--- config.mk ---
export PLATFORM = sky130hd
export DESIGN_NAME = checkpoint_monitor
export DESIGN_NICKNAME = d
export VERILOG_FILES = /design/src/rtl/checkpoint_monitor.sv
export SDC_FILE = /design/constraint.sdc
export NUM_CORES = 1
export LEC_CHECK = 0
export ABC_AREA = 1
export CELL_PAD_IN_SITES_DETAIL_PLACEMENT = 0
export CELL_PAD_IN_SITES_GLOBAL_PLACEMENT = 2
export CORE_MARGIN = 4
export CORE_UTILIZATION = 32
export DETAILED_ROUTE_END_ITERATION = 12
export PLACE_DENSITY = 0.86
export SETUP_SLACK_MARGIN = 0.1
export SLEW_MARGIN = 10
export SYNTH_ARGS = -nofsm -noshare
export SYNTH_HDL_FRONTEND = slang
export SYNTH_SLANG_ARGS = --single-unit
--- constraint.sdc ---
create_clock -name clock -period 4.19 [get_ports clock]
set_clock_uncertainty 0.05 [all_clocks]
set_input_delay 0.6285 -clock clock [delete_from_list [all_inputs] [get_ports clock]]
set_output_delay 0.6285 -clock clock [all_outputs]
set_load 0.1 [all_outputs]
--- src/rtl/checkpoint_monitor.sv ---
// Checkpoint sequencer: watches a status bus for an ordered list of signatures and
// reports a registered pass/fail verdict with the failing stage and cause.
module checkpoint_monitor #(
  parameter  int WIDTH     = 16,
  parameter  int DEPTH     = 4,
  parameter  int TIMEOUT_W = 16,
  parameter  int HOLD      = 2,
  localparam int AW        = (DEPTH > 1) ? $clog2(DEPTH) : 1,
  localparam int SW        = $clog2(DEPTH + 1)
) (
  input  logic                 clock,
  input  logic                 resetb,
  input  logic                 cfg_we,
  input  logic [AW-1:0]        cfg_addr,
  input  logic [WIDTH-1:0]     cfg_data,
  input  logic [SW-1:0]        cfg_len,
  input  logic [TIMEOUT_W-1:0] cfg_timeout,
  input  logic                 arm,
  input  logic                 abort,
  input  logic [WIDTH-1:0]     watch,
  output logic                 busy,
  output logic                 pass,
  output logic                 fail,
  output logic [1:0]           fail_code,
  output logic [SW-1:0]        stage,
  output logic [TIMEOUT_W-1:0] stage_cycles
);

  localparam int HW  = $clog2(HOLD + 1);
  localparam int TW1 = TIMEOUT_W + 1;

  typedef enum logic [1:0] {ST_IDLE, ST_RUN, ST_PASS, ST_FAIL} state_t;

  state_t               state_q;
  logic [WIDTH-1:0]     sig_q [DEPTH];
  logic [SW-1:0]        len_q, stage_q, stage_d, len_clamp;
  logic [TIMEOUT_W-1:0] timeout_q, stage_cycles_q, stage_cycles_d;
  logic [HW-1:0]        hold_q, hold_d;
  logic                 busy_q, pass_q, fail_q;
  logic [1:0]           fail_code_q;
  logic [WIDTH-1:0]     cur_sig;
  logic                 hit, accept, order_err, budget_out;
  logic [TW1-1:0]       cycles_plus1;

  // Signature table; slots are only writable between runs.
  for (genvar gi = 0; gi < DEPTH; gi++) begin : g_slot
    always_ff @(posedge clock or negedge resetb) begin
      if (!resetb) begin
        sig_q[gi] <= '0;
      end else if (cfg_we && !busy_q && (cfg_addr == AW'(gi))) begin
        sig_q[gi] <= cfg_data;
      end
    end
  end

  always_comb begin
    cur_sig   = '0;
    order_err = 1'b0;
    for (int j = 0; j < DEPTH; j++) begin
      if (stage_q == SW'(j)) cur_sig = sig_q[j];
      if ((SW'(j) > stage_q) && (SW'(j) < len_q) && (watch == sig_q[j])) order_err = 1'b1;
    end
  end

  assign hit            = (watch == cur_sig);
  assign hold_d         = hold_q + HW'(1);
  assign accept         = hit && (hold_d == HW'(HOLD));
  assign stage_d        = stage_q + SW'(1);
  assign cycles_plus1   = {1'b0, stage_cycles_q} + TW1'(1);
  assign stage_cycles_d = (&stage_cycles_q) ? stage_cycles_q : cycles_plus1[TIMEOUT_W-1:0];
  assign budget_out     = (timeout_q != '0) && (cycles_plus1 >= {1'b0, timeout_q});
  assign len_clamp      = (cfg_len > SW'(DEPTH)) ? SW'(DEPTH) : cfg_len;

  always_ff @(posedge clock or negedge resetb) begin
    if (!resetb) begin
      state_q        <= ST_IDLE;
      len_q          <= '0;
      timeout_q      <= '0;
      stage_q        <= '0;
      stage_cycles_q <= '0;
      hold_q         <= '0;
      busy_q         <= 1'b0;
      pass_q         <= 1'b0;
      fail_q         <= 1'b0;
      fail_code_q    <= 2'b00;
    end else if (abort) begin
      state_q        <= ST_IDLE;
      len_q          <= '0;
      timeout_q      <= '0;
      stage_q        <= '0;
      stage_cycles_q <= '0;
      hold_q         <= '0;
      busy_q         <= 1'b0;
      pass_q         <= 1'b0;
      fail_q         <= 1'b0;
      fail_code_q    <= 2'b00;
    end else begin
      case (state_q)
        ST_RUN: begin
          if (accept) begin
            stage_q        <= stage_d;
            stage_cycles_q <= '0;
            hold_q         <= '0;
            if (stage_d == len_q) begin
              state_q <= ST_PASS;
              busy_q  <= 1'b0;
              pass_q  <= 1'b1;
            end
          end else begin
            hold_q         <= hit ? hold_d : '0;
            stage_cycles_q <= stage_cycles_d;
            // The budget covers every non-accepting edge, including partial matches.
            if (!hit && order_err) begin
              state_q     <= ST_FAIL;
              busy_q      <= 1'b0;
              fail_q      <= 1'b1;
              fail_code_q <= 2'b10;
            end else if (budget_out) begin
              state_q     <= ST_FAIL;
              busy_q      <= 1'b0;
              fail_q      <= 1'b1;
              fail_code_q <= 2'b01;
            end
          end
        end
        default: begin
          if (arm) begin
            len_q          <= len_clamp;
            timeout_q      <= cfg_timeout;
            stage_q        <= '0;
            stage_cycles_q <= '0;
            hold_q         <= '0;
            fail_q         <= 1'b0;
            fail_code_q    <= 2'b00;
            if (len_clamp == '0) begin
              state_q <= ST_PASS;
              busy_q  <= 1'b0;
              pass_q  <= 1'b1;
            end else begin
              state_q <= ST_RUN;
              busy_q  <= 1'b1;
              pass_q  <= 1'b0;
            end
          end
        end
      endcase
    end
  end

  assign busy         = busy_q;
  assign pass         = pass_q;
  assign fail         = fail_q;
  assign fail_code    = fail_code_q;
  assign stage        = stage_q;
  assign stage_cycles = stage_cycles_q;

endmodule

==> impl.org, run 1 <==
** STA
- The worst pin sits at a relative slew slack of 0.3246.
- Post-layout min period :: 3.485 ns
- Slew of the pin with the lowest slew margin :: 1.010 ns
- Setup violations remaining at the end of the flow were counted as 0.
- Final-report hold violation count :: 0
- Setup repair after global routing left no endpoint under its margin.
- Timing would allow up to 286.9 MHz.
- Sum of negative setup slack :: 0 ns
- Hold Slack :: 0.2916 ns
- Smallest setup slack after layout :: 0.7046 ns
- Period utilisation layout :: 0.8318
- The max-slew violation count was 0.

** Worst setup path
- STA classifies the critical path startpoint as a register.
- Critical path buffer and inverter count :: 3
- The slowest stage of the critical path belongs to the cell dfrtp_1.
- The critical path is of the reg2reg type.
- Cells along the critical path :: inv_1, nor3_1, nand3_1, nand3b_1, nor3_1, nand2_1, nor2_1, nand3_1, xor2_1, ha_1, inv_1, nor2_1, nand4_1, nor2_1, nor3_1, nand3_1, nand2_1, inv_1, a21oi_2, nand2_1, nand3b_1, nand2_1
- Data arrives at the worst endpoint at between 3 and 4 ns.
- Reg-to-Reg End :: state_q[1]$_DFFE_PN0P_
- Length in cells of the worst reg-to-reg path :: 22
- Kind of cell adding the most delay to the critical path :: simple AND/OR/NAND/NOR gates
- In this run the register-to-register setup slack is about 0.7 ns.
- Peak fanout along the critical path :: 4
- In this run the critical register-to-register path is launched from stage_cycles[2]$_DFFE_PN0P_.
- The largest single stage delay on the critical path is 0.41 ns.
- Crit-path most repeated cell :: nand2_1
- Type of element capturing the critical path :: register
- CP required :: 4.40 ns

** Global route
- Peak-usage layer in the global routing report :: met2
- For this run, global-route usage on met1 was measured as 0.2913.
- The first global-routing pass estimated 40400 um of wire.
- Overflow after GRT :: 0
- For this run, global-route usage on met3 was measured as 0.02826.
- The via count of the first global-routing pass is 7183.
- In the global route stage, met2 resource usage came out at 0.3032.
- In the global route stage, overall resource usage came out at 0.1973.
- Entering global routing, the biggest net connects slightly above 60 pins.
- Initial antenna violation count :: 0

** Run status
- The run finished with clean final reports.

** Placement
- After detailed placement, the total cell area comes to around 9000 um^2.
- At the end of routability-driven placement, the weighted congestion stood at approximately 0.95.
- In this run, placement finished with an instance count of 1495.
- During placement, the flow inserted port buffers numbering a little over 80.
- OpenSTA, run right after detailed placement, puts the worst setup slack at 0.6892 ns.
- Post-detail-place hpwl :: around 20000 um

** Floorplan
- The initial utilization of the core area, before any placement, comes to 0.3270.
- Y dimension of the die :: 163.1 um
- After floorplanning, the core was sized to cover roughly 24000 um^2.
- In this run the core area contains 56 standard-cell rows.
- Top-level port count :: between 80 and 90
- Horiz. Die Dim :: 163.1 um
- The die covers 26600 um^2.

** Clock network
- After clock tree synthesis, the setup repair step added 0 buffers.
- CTS tree :: done
- Gates resized during post-CTS repair numbered 0.
- In this run, CTS created clock tree buffers numbering 9.
- After clock tree synthesis, the clock-pin slew on the worst setup and hold paths is 0.09 ns.
- At the later pin of the worst-skew pair, clock insertion delay measures 0.38 ns.
- Clock tree synthesis found a total of 111 sinks.
- CTS Hold Buffers Added :: 0
- Level count of the clock H-tree :: 3
- The clock passes through at most 2 buffers.
- Cell chosen for the clock root :: clkbuf_16

** Final layout
- The count of cells in the finished layout, fillers not included, comes to 1511.
- Area growth from synthesis to final layout :: 18.22%
- Fin area :: 9101 um^2
- Number of fillers in the final layout :: 2590
- Count of antenna diodes in the layout :: 0
- Core Util, Final :: 0.3866
- After the last flow step, the layout net total stands at 1266.
- Layout cell share with drive strength beyond 1 :: 0.05201

** Logic synthesis
- Synthesis inferred 111 register bits.
- Summing every instance area after synthesis gives 7699 um^2.
- Register area share after synthesis :: 0.3608
- Synth Instances :: 1125
- Of the total synthesized cell area, the portion taken by full adders, half adders and majority gates is 0.03413.
- The number of nets in the synthesized netlist is 1204.
- Portion of netlist area occupied by mux cells :: 0
- Of the total synthesized cell area, the portion taken by AND, OR, NAND and NOR gates is 0.3504.
- Xor and xnor fraction of the mapped netlist area :: 0.05233
- Unique cell type count in the Yosys netlist :: between 40 and 50
- Largest family of logic cells by synthesized area :: simple AND/OR/NAND/NOR gates
- Complex-gate fraction of the synthesized area :: 0.1003
- Count of yosys warnings during synthesis :: 0
- Synth Area per Inst :: 6.843 um^2

** Pwr
- The analysis attributes to cell leakage a power of ~4.5 nW.
- The share of total power dissipated in the clock network is 0.237.
- The design draws ~4.0 mW.
- Of the total power, combinational logic draws 0.361.
- Sequential Power Share :: 0.403
- Dividing total power by cell area gives a power density of approximately 430 nW/um^2.
- Maximum VDD drop :: 0.0001753 V
- Switching share of power :: 0.4172
- Switching Power :: 1.651 mW
- Pint :: 2.305 mW

** Detailed routing
- DRC Markers :: 0
- In the routed layout, each cell is associated on average with a via count of 4.839.
- Dividing the detail-routed wire length by the instance count gives 17.00 um.
- Number of iterations in the first detailed-routing pass :: 6
- Overall routed net length :: 25690 um
- In this run the remaining antenna-violating nets after routing total 0.
- Initial DRC Count :: 494
- Via count :: 7312

** Min path
- Type of the tightest min-delay check :: in2async

** Flow run
- Max capacitance violation total :: 0
-- cells by family (layout without fill, tap and decap cells) --
group | count (synthesis) | count (layout)
adder cells (fa/ha/maj) | 21 | 21
AND/OR/NAND/NOR | 611 | 611
AO/OA/AOI/OAI | 139 | 139
flip-flops | 111 | 111
buffers and inverters | 197 | 264
XOR/XNOR | 46 | 46
-- worst max-delay path by stage --
stage	startpoint	endpoint	slack [ns]	cells after the start
after detailed placement	stage_cycles[2]$_DFFE_PN0P_	state_q[1]$_DFFE_PN0P_	0.69	22
after global placement	stage_cycles[2]$_DFFE_PN0P_	state_q[1]$_DFFE_PN0P_	0.77	22
after global routing	stage_cycles[2]$_DFFE_PN0P_	fail$_DFFE_PN0P_	0.26	23
after CTS	stage_cycles[2]$_DFFE_PN0P_	state_q[1]$_DFFE_PN0P_	0.65	22
after floorplan	stage_cycles[2]$_DFFE_PN0P_	busy$_DFFE_PN0P_	0.29	23
final	stage_cycles[2]$_DFFE_PN0P_	state_q[1]$_DFFE_PN0P_	0.70	22
-- state kept, by name (all words and copies together), names as in the netlist --
name and cells:
sig_q 64, state_q 2, len_q 3, fail 1, timeout_q 16, stage 3, fail_code 2, stage_cycles 16
busy 1, hold_q 2, pass 1
-- final cells by class --
cell class | count | area [um^2] | area share
clock buffers | 10 | 229.0 | 0.02516
inverters | 156 | 588.1 | 0.06461
clock inverters | 6 | 81.33 | 0.008936
repair buffers | 92 | 890.9 | 0.09788
flip-flops and latches | 111 | 2778 | 0.3052
well taps | 319 | 399.1 | 0.04385
multi-input cells | 817 | 4135 | 0.4544
-- per-layer routing --
layer	routed length, um	vias up	part of all wire
met4	414	0	0.016
met3	1426	26	0.056
met2	11150	181	0.43
li1	-	3728	-
met5	0	-	0
met1	12700	3377	0.49
-- cells in the final DEF, fill, tap and decap left out, drive strengths merged, types with 21 or more instances in the layout --
master	count
clkdlybuf4s50	80
nor2	105
nor3	26
nand2	307
nand4	22
ha	21
o21ai	119
nand3	115
inv	161
xor2	32
dfrtp	111
-- Yosys cell counts (all sizes together) --
cell type  count  share of area
buf           13          0.012
inv          156          0.076
o2111ai        6         0.0068
a211oi         1        0.00098
o21a           1        0.00098
nor4b          1         0.0011
clkbuf        28          0.014
o211ai         1        0.00098
nand2        307           0.15
nor2         105          0.054
or2           12         0.0098
nand3b         4         0.0039
and3b          1         0.0011
nor3          26          0.017
dfrtp        111           0.36
o21ai        119          0.083
nor4          12         0.0098
nand3        115          0.076
xnor2         14          0.016
a21oi         10         0.0070
o22ai          1        0.00081
nor3b          4         0.0039
xor2          32          0.036
nand4         22          0.018
nand2b         1        0.00081
ha            21          0.034
and3           1        0.00081
-- worst reg2reg max path, stage by stage, from the launching register on --
cell and delay (ns):
dfrtp_1 0.41, inv_1 0.08, nor3_1 0.27, nand3_1 0.16, nand3b_1 0.22, nor3_1 0.27
nand2_1 0.14, nor2_1 0.15, nand3_1 0.10, xor2_1 0.20, ha_1 0.26, inv_1 0.07
nor2_1 0.06, nand4_1 0.08, nor2_1 0.04, nor3_1 0.13, nand3_1 0.11, nand2_1 0.10
inv_1 0.06, a21oi_2 0.12, nand2_1 0.12, nand3b_1 0.11, nand2_1 0.06
-- power groups by stage --
stage	logic, mW	registers, mW	clock network [mW]
3_3_place_gp	1.41	1.61	0
5_1_grt	1.63	1.63	1.00
4_1_cts	1.43	1.59	0.969
6_report	1.43	1.59	0.936
3_5_place_dp	1.42	1.61	0
2_1_floorplan	0.925	1.60	0
(Power assumes the default switching activity.)
==> run 2, diff against run 1 <==
==> constraint.sdc (replaced) <==
create_clock -name clock -period 3.45 [get_ports clock]
set_clock_uncertainty 0.05 [all_clocks]
set_input_delay 0.5175 -clock clock [delete_from_list [all_inputs] [get_ports clock]]
set_output_delay 0.5175 -clock clock [all_outputs]
set_load 0.1 [all_outputs]
==> run 2 against run 1 <==
Net effect: non-clock buffer count up 11; cell count up 0.73%; sequential cell count unchanged; sequential share of layout area down 0.37 points; highest routed layer unchanged; via count up 0.79%; design area up 1.8%; hold slack worse by 0.16 ns; clock power up 21%; combinational power up 22%; maximum frequency up 6.5%; largest cell class unchanged.
==> impl.org, run 2 (synthesis results as in run 1) <==
** STA
- Achievable Freq :: 305.5 MHz
- For the pin with the worst max-slew slack, the measured transition is 0.9808 ns.
- Setup violations remaining at the end of the flow were counted as 0.
- For the final routed database, the setup TNS stands at 0 ns.
- Worst slew margin relative to its limit :: 0.3441
- Final-report hold violation count :: 0
- Post-layout min period :: 3.273 ns
- Unrepaired setup endpoints after global routing :: true
- The max-slew violation count was 0.
- In the finished design, the share of the clock period the worst path needs comes to 0.9488.

** Final layout
- Leaving out fill and tap cells, the most frequent cell in the layout is nand2_1.
- More flip-flops sit in one register than any other, and that register is sig_q.
- Layout cell share with drive strength beyond 1 :: 0.08479
- Relative to the synthesized area, the layout overhead comes to 20.30%.
- Count of antenna diodes in the layout :: 0
- Most frequent cells in the layout :: nand2_1, inv_1, nand3_1
- Number of flip-flops in the largest register :: 64
- Net count, final :: roughly 1300

** Worst setup path
- Cells along the critical path :: inv_2, nor3_2, nand3_1, nand3b_1, nor3_2, nand2_1, nor2_2, nand3_2, xor2_2, ha_1, inv_2, nor2_2, nand4_1, nor2_1, nor3_2, nand3_1, nand2_2, inv_2, a21oi_2, nand2_1, nand2_2, nand2_1, nand2_1
- Peak fanout along the critical path :: 3
- STA classifies the critical path endpoint as a register.
- Maximum cell stage delay along the critical path :: between 0.4 and 0.5 ns
- Slowest cell on the critical path :: dfrtp_4
- The cell that appears most often on the critical path is nand2_1.
- Kind of cell adding the most delay to the critical path :: simple AND/OR/NAND/NOR gates
- Data on the critical path arrives at its endpoint at 3.53 ns.
- Critical path buffer and inverter count :: 3
- Crit Path Class :: reg2reg
- At the worst endpoint, the required time is approximately 3.7 ns.
- Launching element type of the critical path :: register

** Floorplan
- Y dimension of the die :: ~160 um
- After floorplanning, the core was sized to cover approximately 24000 um^2.
- Starting density of the core :: 0.3270
- The floorplan step defined a die boundary enclosing 26600 um^2.
- Top-level port count :: 82
- The initialized floorplan defines 56 standard-cell rows.
- The floorplan step set the die width to roughly 160 um.

** Global route
- Maximum number of pins on one net before global-route repair :: 63
- Global-route wire length before repair :: roughly 40000 um
- Overall track demand over capacity in global routing :: 0.1971
- Initial antenna violation count :: 0
- Via count of the first global-routing pass :: 7210
- The total overflow left after global routing is 0.

** Detailed routing
- Summing over every cut layer, the via total after detailed routing is roughly 7400.
- After detailed routing, the average wire length per cell comes to 16.81 um.
- DRC Markers :: 0
- Using the TritonRoute via totals, the vias-per-cell ratio works out to 4.842.
- Overall routed net length :: 25590 um
- The detail route stage leaves a number of antenna-violating nets equal to 0.
- Before antenna repair, the detailed router went through 5 iterations.
- For this block, the initial DRC count from the detailed router was approximately 630.

** Clock network
- Cell chosen for the clock root :: clkbuf_16
- CTS tree :: done
- Number of clock buffers inserted by TritonCTS :: 9
- Sinks on Clock Net :: about 110
- Worst-skew pair later-pin latency :: 0.37 ns
- After clock tree synthesis, the flow added hold-fix buffers numbering 0.
- Register clock-pin slew on the reported worst setup and hold paths :: roughly 0.090 ns
- Level count of the clock H-tree :: 3
- Maximum buffer depth of the clock tree :: 2

** Placement
- During placement, the flow inserted port buffers numbering 81.
- The wire-length estimate of the detail-placed layout is 19530 um.
- At the end of routability-driven placement, the weighted congestion stood at 0.9559.

** Flow run
- Max capacitance violation total :: 0

** Pwr
- For this design the ratio of total power to cell area is 518.4 nW/um^2.
- VDD sags by at most 0.0002105 V.
- In this run the static leakage power is 4.544 nW.
- Summing internal, switching and leakage power gives 4.801 mW.

** Run status
- The flow ran to the end, and the final reports show no timing, DRC or antenna violations.

** Min path
- In this run the worst hold path is classified as in2async.
-- run 2: changes by cell type in the layout (fill, tap and decap cells not counted), moves of 3 or more --
cell	before	now
nand2_1	300	296
dfrtp_1	111	105
dfrtp_4	0	3
buf_4	12	26
nor2_1	101	96
dfrtp_2	0	3
inv_2	1	5
nor2_2	2	7
nor3_1	26	23
inv_1	154	150
nand2_2	3	7
clkdlybuf4s50_1	80	76
nor3_2	0	3
-- run 2: path summary, 6_finish.rpt --
kind                            depth (start not counted)                endpoint                         from  slack [ns]
worst min-delay path                                    1    sig_q[8]$_DFFE_PN0P_                       resetb        0.13
max in group asynchronous                               2   sig_q[16]$_DFFE_PN0P_                       resetb        2.44
worst max register to register                         23        fail$_DFFE_PN0P_  stage_cycles[1]$_DFFE_PN0P_        0.18
worst min register to register                          2  state_q[0]$_DFFE_PN0P_       state_q[0]$_DFFE_PN0P_        0.42
min in group clock                                      2  state_q[0]$_DFFE_PN0P_       state_q[0]$_DFFE_PN0P_        0.42
worst max-delay path                                   23        fail$_DFFE_PN0P_  stage_cycles[1]$_DFFE_PN0P_        0.18
-- run 2: layer usage --
metal  vias to the layer above  routed length [um]  track usage
met3                        24                1075      0.02750
met4                         0                 457      0.05109
met1                      3440               12840       0.2921
met2                       159               11210       0.3023
met5                         -                   0            0
li1                       3747                   -            -
-- run 2: power by group --
group	leakage, nW	internal, mW	switching (mW)
clock	0.153	0.584	0.542
sequential	1.42	1.61	0.326
combinational	2.97	0.612	1.13
total	4.54	2.80	2.00
-- run 2: worst register-to-register path, delay by kind of cell (launching register included) --
family                     cells  cell delay, ns
AOI/OAI and AO/OA              1            0.13
xor gates and xnor gates       1            0.16
adders and majority gates      1            0.28
buffers and inverters          3            0.15
DFF                            1            0.44
and+or+nand+nor               17            1.96
-- run 2: stage by stage --
stage	instance area, um^2	hold slack [ns]	std cells	setup slack [ns]	util
4_1_cts	9161	0.1494	1515	0.1159	0.3891
6_report	9261	0.1275	1522	0.1767	0.3934
2_1_floorplan	7724	0.1719	1125	0.1017	-
3_3_place_gp	8841	0.4120	1498	0.2039	0.3755
5_1_grt	9261	0.1821	1522	-0.1273	0.3934
3_5_place_dp	8841	0.4101	1498	0.1215	0.3755
-- run 2: timing repair --
item / 4_1_cts / 5_1_grt
gates resized for setup: 0 / 17
endpoints found under the setup margin: 3 / 6
setup buffers: 1 / 7
pin swaps: 0 / 12
-- run 2: area by class of cell --
class	count	area, um^2
Multi-Input combinational cell	817	4193
Timing Repair Buffer	103	975.9
Clock buffer	10	229.0
Inverter	156	588.1
Tap cell	319	399.1
Sequential cell	111	2793
Clock inverter	6	83.83
Fill cell	2521	14280
